[config.mk]
export PLATFORM = sky130hd
export DESIGN_NAME = simpleproc_dmem_flat
export DESIGN_NICKNAME = d
export VERILOG_FILES = /design/src/rtl/simpleproc_dmem_pkg.sv /design/src/rtl/simpleproc_dmem_if.sv /design/src/rtl/simpleproc_dmem_array.sv /design/src/rtl/simpleproc_dmem.sv /design/src/flat_wrapper.sv
export SDC_FILE = /design/constraint.sdc
export NUM_CORES = 2
export LEC_CHECK = 0
export ABC_AREA = 0
export BUFFER_PORTS_ARGS = -buffer_cell sky130_fd_sc_hd__buf_2
export CORE_MARGIN = 3
export CORE_UTILIZATION = 50
export DETAILED_ROUTE_END_ITERATION = 10
export PLACE_DENSITY = 0.68
export SYNTH_ARGS = -nofsm -noshare
export SYNTH_HDL_FRONTEND = slang
export SYNTH_SLANG_ARGS = --single-unit
[constraint.sdc]
create_clock -name clk -period 3.7 [get_ports clk]
set_input_delay 0.74 -clock clk [delete_from_list [all_inputs] [get_ports clk]]
set_output_delay 0.74 -clock clk [all_outputs]
set_load 0.005 [all_outputs]
[src/rtl/simpleproc_dmem_pkg.sv]
// simpleproc_dmem_pkg: shared FSM encoding, counter width and parity helper for the data memory
package simpleproc_dmem_pkg;
  localparam logic [1:0] IDLE   = 2'd0;
  localparam logic [1:0] WAIT   = 2'd1;
  localparam logic [1:0] ACCESS = 2'd2;
  localparam logic [1:0] RESP   = 2'd3;
  localparam int CNT_W = 4;
  // even parity bit; callers zero-extend narrower words, which leaves parity unchanged
  function automatic logic par(input logic [63:0] d);
    return ^d;
  endfunction
endpackage

[src/rtl/simpleproc_dmem_if.sv]
// simpleproc_dmem_if: processor <-> data memory request/response bus
//   req_valid/req_ready/req_we/req_addr/req_wdata : request channel (master drives valid/we/addr/wdata)
//   rsp_valid/rsp_ready/rsp_rdata/rsp_err         : response channel (slave drives valid/rdata/err)
//   err_inj                                       : parity error injection, only with SIMPLEPROC_DMEM_PARITY_EN
interface simpleproc_dmem_if #(parameter int DW = 8, parameter int AW = 8);
  logic          req_valid;
  logic          req_ready;
  logic          req_we;
  logic [AW-1:0] req_addr;
  logic [DW-1:0] req_wdata;
  logic          rsp_valid;
  logic          rsp_ready;
  logic [DW-1:0] rsp_rdata;
  logic          rsp_err;
`ifdef SIMPLEPROC_DMEM_PARITY_EN
  logic          err_inj;
`endif
  modport master (
    output req_valid, req_we, req_addr, req_wdata, rsp_ready,
`ifdef SIMPLEPROC_DMEM_PARITY_EN
    output err_inj,
`endif
    input  req_ready, rsp_valid, rsp_rdata, rsp_err
  );
  modport slave (
    input  req_valid, req_we, req_addr, req_wdata, rsp_ready,
`ifdef SIMPLEPROC_DMEM_PARITY_EN
    input  err_inj,
`endif
    output req_ready, rsp_valid, rsp_rdata, rsp_err
  );
endinterface

[src/rtl/simpleproc_dmem_array.sv]
// simpleproc_dmem_array: single-port synchronous RAM, DEPTH x W, registered read
//   clk   : clock
//   we    : write enable
//   addr  : word index
//   wdata : write word
//   rdata : word at addr, one cycle after addr is presented
module simpleproc_dmem_array #(
  parameter int W     = 8,
  parameter int DEPTH = 256,
  parameter int IW    = 8
) (
  input  logic          clk,
  input  logic          we,
  input  logic [IW-1:0] addr,
  input  logic [W-1:0]  wdata,
  output logic [W-1:0]  rdata
);
  logic [W-1:0] r_mem [DEPTH];
  always_ff @(posedge clk) begin
    if (we) r_mem[addr] <= wdata;
    rdata <= r_mem[addr];
  end
endmodule

[src/rtl/simpleproc_dmem.sv]
// simpleproc_dmem: wait-stated data memory slave for the simple processor
//   clk, rst : clock, synchronous active-high reset
//   bus      : slave side of simpleproc_dmem_if (request / response handshakes)
//   Optional SIMPLEPROC_DMEM_PARITY_EN: stores an even parity bit per word, adds bus.err_inj,
//   and flags parity mismatches on reads through rsp_err.
module simpleproc_dmem
  import simpleproc_dmem_pkg::*;
#(
  parameter int DW          = 8,
  parameter int AW          = 8,
  parameter int DEPTH       = 256,
  parameter int WAIT_CYCLES = 2
) (
  input logic clk,
  input logic rst,
  simpleproc_dmem_if.slave bus
);
  localparam int IW = DEPTH > 1 ? $clog2(DEPTH) : 1;
`ifdef SIMPLEPROC_DMEM_PARITY_EN
  localparam int MW = DW + 1;
`else
  localparam int MW = DW;
`endif
  logic [1:0]       r_state, w_next;
  logic [CNT_W-1:0] r_cnt;
  logic             r_req_ready, r_we, r_err;
  logic [AW-1:0]    r_addr;
  logic [DW-1:0]    r_wdata, r_rdata;
  logic             w_acc, w_oor, w_mem_we, w_par_err;
  logic [IW-1:0]    w_mem_addr;
  logic [MW-1:0]    w_mem_wdata, w_mem_rdata;
  assign w_acc = bus.req_valid & r_req_ready;
  assign w_oor = {1'b0, r_addr} >= (AW+1)'(DEPTH);
  assign w_mem_we = (r_state == ACCESS) & r_we & ~w_oor;
  // while idle the RAM looks at the live request address so its registered output
  // already holds the addressed word by the ACCESS cycle, even with zero wait states
  assign w_mem_addr = r_state == IDLE ? bus.req_addr[IW-1:0] : r_addr[IW-1:0];
`ifdef SIMPLEPROC_DMEM_PARITY_EN
  assign w_mem_wdata = {par(64'(r_wdata)) ^ bus.err_inj, r_wdata};
  assign w_par_err = ^w_mem_rdata;
`else
  assign w_mem_wdata = r_wdata;
  assign w_par_err = 1'b0;
`endif
  always_comb
    w_next = r_state == IDLE   ? (w_acc ? (WAIT_CYCLES == 0 ? ACCESS : WAIT) : IDLE) :
             r_state == WAIT   ? (r_cnt == CNT_W'(1) ? ACCESS : WAIT) :
             r_state == ACCESS ? RESP :
             bus.rsp_ready     ? IDLE : RESP;
  always_ff @(posedge clk) begin
    if (rst) begin
      r_state <= IDLE;
      r_req_ready <= 1'b0;
      r_cnt <= '0;
      r_rdata <= '0;
      r_err <= 1'b0;
    end else begin
      r_state <= w_next;
      r_req_ready <= w_next == IDLE;
      if (w_acc) r_cnt <= CNT_W'(WAIT_CYCLES);
      else if (r_state == WAIT) r_cnt <= r_cnt - CNT_W'(1);
      if (r_state == ACCESS) begin
        r_err <= w_oor | (~r_we & w_par_err);
        r_rdata <= w_oor ? '0 : r_we ? r_rdata : w_mem_rdata[DW-1:0];
      end
    end
  end
  always_ff @(posedge clk)
    if (w_acc) begin
      r_we <= bus.req_we;
      r_addr <= bus.req_addr;
      r_wdata <= bus.req_wdata;
    end
  assign bus.req_ready = r_req_ready;
  assign bus.rsp_valid = r_state == RESP;
  assign bus.rsp_rdata = r_rdata;
  assign bus.rsp_err = r_err;
  simpleproc_dmem_array #(.W(MW), .DEPTH(DEPTH), .IW(IW)) u_array (
    .clk   (clk),
    .we    (w_mem_we),
    .addr  (w_mem_addr),
    .wdata (w_mem_wdata),
    .rdata (w_mem_rdata)
  );
endmodule

[src/flat_wrapper.sv]
// flat-port wrapper written by rule: the top's interface ports become plain ports
module simpleproc_dmem_flat import simpleproc_dmem_pkg::*;
#(
  parameter int DW          = 8,
  parameter int AW          = 8,
  parameter int DEPTH       = 256,
  parameter int WAIT_CYCLES = 2
)
  (clk, rst, bus_req_valid, bus_req_we, bus_req_addr, bus_req_wdata, bus_rsp_ready, bus_req_ready, bus_rsp_valid, bus_rsp_rdata, bus_rsp_err);
  simpleproc_dmem_if #(.DW(DW), .AW(AW)) bus_i ();
  input logic clk;
  input logic rst;
  input wire logic [$bits(bus_i.req_valid)-1:0] bus_req_valid;
  input wire logic [$bits(bus_i.req_we)-1:0] bus_req_we;
  input wire logic [$bits(bus_i.req_addr)-1:0] bus_req_addr;
  input wire logic [$bits(bus_i.req_wdata)-1:0] bus_req_wdata;
  input wire logic [$bits(bus_i.rsp_ready)-1:0] bus_rsp_ready;
  output wire logic [$bits(bus_i.req_ready)-1:0] bus_req_ready;
  output wire logic [$bits(bus_i.rsp_valid)-1:0] bus_rsp_valid;
  output wire logic [$bits(bus_i.rsp_rdata)-1:0] bus_rsp_rdata;
  output wire logic [$bits(bus_i.rsp_err)-1:0] bus_rsp_err;
  assign bus_i.req_valid = bus_req_valid;
  assign bus_i.req_we = bus_req_we;
  assign bus_i.req_addr = bus_req_addr;
  assign bus_i.req_wdata = bus_req_wdata;
  assign bus_i.rsp_ready = bus_rsp_ready;
  assign bus_req_ready = bus_i.req_ready;
  assign bus_rsp_valid = bus_i.rsp_valid;
  assign bus_rsp_rdata = bus_i.rsp_rdata;
  assign bus_rsp_err = bus_i.rsp_err;
  simpleproc_dmem #(.DW(DW), .AW(AW), .DEPTH(DEPTH), .WAIT_CYCLES(WAIT_CYCLES)) u_core (.clk(clk), .rst(rst), .bus(bus_i));
endmodule
# Yosys cells after proc, flatten, opt, wreduce, memory -nomap -nowiden

Memory sizes are Yosys's and may differ from the RTL's. A register that Yosys moved wholly into a read port is not among the register bits.
Index checks and enable logic that the tools add are counted.

RAM bits: 2048
Word-level logic and storage cells: 33
Register bits: 32
Memories: 1

Memory list:

| memory               | words | bits a word | read ports | clocked after Yosys merged registers in | write ports | RTL line                    | text |
|---|---|---|---|---|---|---|---|
| u_core.u_array.r_mem | 256   | 8           | 1          | 1                                       | 1           | simpleproc_dmem_array.sv:18 | `logic [W-1:0] r_mem [DEPTH];` |

Multiplexer cells: 11
Bitwise operators: 3
$add $sub $neg: 1
Equal/unequal tests: 4
Reduce and logical (&&, ||, !) cells: 5

Operators with widths:

| kind                | number |
|---|---|
| $mux 2              | 7 |
| $mux 8              | 1 |
| $eq 2x2->1 const B  | 2 |
| $eq 4x1->1 const B  | 1 |
| $logic_not 2->1     | 2 |
| $sub 4x1->4 const B | 1 |
| $mux 1              | 3 |
| $and 1x1->1         | 2 |
| $eq 2x1->1 const B  | 1 |
| $reduce_and 2->1    | 1 |
| $reduce_bool 2->1   | 1 |
| $reduce_or 2->1     | 1 |
| $not 1->1           | 1 |

# Logic depth before layout (Yosys ltp)

Depth in word-level cells: 5
Depth in mapped cells: 12
Gate-level depth less buffers: 8

# Cells and area by module

From an unflattened synthesis, not the netlist that was laid out.

Cell total of the unflattened synthesis: 3641
Area total of the unflattened synthesis: 79744.0 µm²

By module, submodules not included:

| module                | instances | area each (µm²) | sequential area each (µm²) | cells each |
|---|---|---|---|---|
| simpleproc_dmem_array | 1         | 78492.8         | 61659.1                    | 3547 |
| simpleproc_dmem       | 1         | 1251.2          | 810.8                      | 94 |

# Worst setup path after synthesis

Ideal clock, no wire load.

Path type: reg2reg
Start point: reg u_core.r_wdata[0]
End point: mem u_core.u_array.r_mem[0][0] (data pin)
Required time: 2.883 ns
Data arrival time: 3.228 ns
Setup slack: -0.346 ns
Cell stages (with the launch flop): 1
Clock period less this slack: 4.046 ns
Path through: edfxtp_1

RTL lines:

| item                     | RTL line                    | text |
|---|---|---|
| start: declaration       | simpleproc_dmem.sv:28       | `logic [DW-1:0] r_wdata, r_rdata;` |
| start signal: assignment | simpleproc_dmem.sv:72       | `r_wdata <= bus.req_wdata;` |
| end: declaration         | simpleproc_dmem_array.sv:18 |  |

Straight into the memory's write port.

# Worst setup path after layout

Start point: reg u_core.r_state[1]
End point: reg u_core.u_array.rdata[2] (read register of u_core.u_array.r_mem)

Longest elaborated chain between the ends: 2

Ends and longest elaborated chain:

| item                     | RTL line                    | text |
|---|---|---|
| start: declaration       | simpleproc_dmem.sv:24       | `logic [1:0] r_state, w_next;` |
| start signal: assignment | simpleproc_dmem.sv:58       | `r_state <= w_next;` |
| $logic_not 2->1          | simpleproc_dmem.sv:37       | `assign w_mem_addr = r_state == IDLE ? bus.req_addr[IW-1:0] : r_addr[IW-1:0];` |
| $mux 8                   | simpleproc_dmem.sv:37       |  |
| end: declaration         | simpleproc_dmem_array.sv:16 | `output logic [W-1:0] rdata` |

No other way between the ends.
A chain may end at the register's enable or synchronous reset.

==> results_dict.tcl <==
set metrics [dict create \
    outcome "finished, violations left" \
    failed_checks "negative setup slack" \
    placement.io_buffers 30 \
    synthDistinctLibCells 44 \
    synth_top_flop_cell "edfxtp_1" \
    worst_skew_pair.late_latency_ps 820 \
    worstPathMaxFanout 57 \
    floorplan.die.width_um 399 \
    grt_first_pass_wirelength_um 296000 \
    path_class "reg2reg" \
    async_flop_share_pct 0 \
    tritoncts_num_sinks 2088 \
    route.final.wire_length_um 203000 \
    floorplan.initialDensity_pct 50.6 \
    final_core_util_pct 59.1 \
    areaGrowthSynthToFinish_pct 16.9 \
    design.portCount 32 \
    placeableCoreArea_um2 153000 \
    rrSetupSlack_ps -40 \
    number_of_cells_on_the_worst_hold_path 1 \
    cts_hold_buffers 0 \
    post-synth-top-area-fraction_pct 80.3 \
    cts.reportedPaths.clkPinSlew_ps 70 \
    synth.area.top_cells "edfxtp_1, a22o_1, a221oi_1" \
    grt.total_usage_pct 25.3 \
    finalHoldViolations 0 \
    drt_drc_violations_left 0 \
    worstRegToRegCells 11 \
    power_leakage_nw 29.0 \
    power_density_nw_per_um2 543 \
    post_synthesis_average_cell_area_um2 18.4 \
    grt_pass1_vias 43600 \
    ant_nets 0 \
    hpwlAfterDp_um 124000 \
    average_routed_wire_per_standard_cell_um 29.4 \
    postSynthNetCount 4216 \
    cts_tree "yes" \
    drtPass1Iterations 6 \
    drive_above_1_share_pct 19.7 \
    floorplan.die_area_um2 159000 \
    layout_worst_path_cycle_share_pct 101 \
    hold-path-endpoint "u_core.r_wdata[6]" \
    vias_per_cell 6.50 \
    vdd.ir_drop.worst_mv 0.617 \
    timing.final.setup_violations 3 \
    die-height_um 399 \
    hold_start "bus_req_wdata[6]" \
    drt-initial-drc-count 6437 \
    placement.setup.worst_slack_ps -1090 \
    setup.worst_path.end_class "flip-flop" \
    cts_inserted_buffers 197 \
    cts_buffer_depth 3 \
    synth_area_leader_cell "edfxtp_1" \
    maxCapViolCount 0 \
    slew_headroom_pct 25.8 \
    rr_endpoint "u_core.u_array.rdata[2]" \
    grt_overflow 0 \
    finalCriticalPeriod_ps 3740 \
    netlist_area_um2 77200 \
    postLayoutSetupSlackWorst_ps -35.7 \
    synth_enable_flop_cells 2065 \
    timing.critical_path.required_ps 4460 \
    maxSlewViolCount 0 \
    tightestPinTransition_ps 1110 \
    fp-row-count 143 \
    worst_r2r_startpoint "u_core.r_state[1]" \
    clockRootBuffer "clkbuf_16" \
    max_freq_ghz 0.268 \
    final.setup_skew_ps 46.6 \
    finish.net_count 4738 \
    synth.yosys.seq_area_share_pct 80.9 \
    grt_max_degree 215 \
    via_count 44800 \
    cp.arrival_ps 4500 \
    synth-seq-cells 2088 \
    initial_antenna_violation_count 4 \
    cts_max_level 4 \
    hold_crit_class "in2reg" \
    finalWeightedCongestion 0.893 \
    synth-warning-count 0 \
    postSynthCellCount 4193 \
    critPathLaunchType "flip-flop" \
]
flip-flops by register name, indices dropped and copies added, names as in the netlist:
name                  count
u_core.r_addr             8
u_core.r_we               1
u_core.u_array.rdata      8
u_core.r_cnt              4
u_core.bus.rsp_rdata      8
u_core.r_wdata            8
u_core.bus.req_ready      1
u_core.u_array.r_mem   2048
u_core.r_state            2
worst max-delay path by stage:
stage,startpoint,endpoint,slack [ps],cells after the start
6_report,u_core.r_state[1],u_core.u_array.rdata[2],-40,11
4_1_cts,u_core.r_state[0],u_core.u_array.rdata[4],20,12
3_5_place_dp,bus_req_addr[0],u_core.u_array.rdata[4],-1090,12
3_3_place_gp,bus_req_addr[0],u_core.u_array.rdata[7],-1050,12
2_1_floorplan,u_core.r_wdata[0],u_core.u_array.r_mem[0][0],-350,0
5_1_grt,u_core.r_state[0],u_core.u_array.rdata[6],-0.7,13
what timing repair did:
action | CTS | global route
pin swaps | 2 | 3
buffers inserted | 2 | 2
endpoints found under the setup margin | 8 | 8
resized for setup | 25 | 17
gates cloned | 0 | 0
where the power goes:
| group | total (W) | internal (W) | switching [W] |
|---|---|---|---|
| sequential | 0.0260 | 0.0260 | 0.0000621 |
| combinational | 0.00375 | 0.00142 | 0.00234 |
| clock | 0.0192 | 0.0107 | 0.00850 |
| total | 0.0490 | 0.0381 | 0.0109 |
through the flow:
stage	instance area, µm²	total power [W]	hold slack, ps	setup TNS [ps]	cells
5_1_grt	90200	0.0504	65.3	-0.670	6901
6_report	90200	0.0490	101	-81.9	6903
2_1_floorplan	77200	0.0286	440	-708050	4193
4_1_cts	90100	0.0492	35.7	0	6899
3_5_place_dp	83800	0.0302	490	-7310	6542
3_3_place_gp	83800	0.0301	474	-6730	6542
cell families (layout without fill, tap and decap cells):
kind of cell               count (synthesis)  in the layout  synth area share (%)
muxes                                      9              9                 0.117
and+or+nand+nor                          434            434                  2.46
adders and majority gates                  2              2                0.0324
AOI/OAI and AO/OA                       1335           1335                  14.3
xor gates and xnor gates                   3              3                0.0341
DFF                                     2088           2088                  80.9
buffers and inverters                    321            999                  2.08
other                                      1              3               0.00486
area by class of cell:
type | instances | area, µm²
antenna | 2 | 5.00
sequential | 2088 | 62500
tap | 2030 | 2540
clock inverter | 101 | 928
multi-input combinational | 1784 | 13400
inverter | 4 | 15.0
clock buffer | 254 | 5160
fill | 10900 | 62400
timing repair buffer | 640 | 5630
synth_stat cells, types with 9 or more instances:
cell / n
edfxtp_1: 2065
a22o_1: 512
a221oi_1: 498
nor2_1: 274
o22ai_1: 256
buf_2: 165
clkbuf_1: 105
nor4_1: 64
nand2_1: 53
dfxtp_1: 23
buf_6: 19
a21oi_1: 18
nand3_1: 17
a221oi_2: 14
buf_1: 14
buf_4: 14
mux2i_1: 9
nand2b_1: 9
layer usage:
| layer | track usage [%] | part of all wire, % | wire length, µm | up-vias |
|---|---|---|---|---|
| met5 | 0 | 0.010 | 21 | - |
| met4 | 11.1 | 4.6 | 9270 | 4 |
| met3 | 4.94 | 9.5 | 19400 | 437 |
| met2 | 39.9 | 48 | 96700 | 2530 |
| met1 | 34.6 | 38 | 77800 | 22900 |
| li1 | - | - | - | 19000 |
cells in the final DEF (no fill, tap or decap), types with 8 or more instances in the layout:
master,count
a2111o_1,8
a21oi_1,17
a221oi_1,495
a221oi_2,17
a22o_1,512
buf_12,72
buf_2,30
buf_4,538
bufinv_16,12
clkbuf_1,56
clkbuf_16,198
clkinv_1,42
clkinv_2,28
dfxtp_1,23
edfxtp_1,2065
mux2i_1,8
nand2_1,52
nand2b_1,9
nand3_2,12
nor2_1,274
nor4_1,47
nor4_4,10
o22ai_1,254
worst max-delay path, stage by stage (launching register included):
cell and delay, ps:
dfxtp_1 370, or4b_2 690, o21ai_4 230, buf_12 280, buf_12 320, buf_4 260
a22o_1 140, a221oi_1 40, o22ai_1 430, nor4_4 110, a21boi_0 550, a2111o_1 210
(Power assumes the default switching activity.)
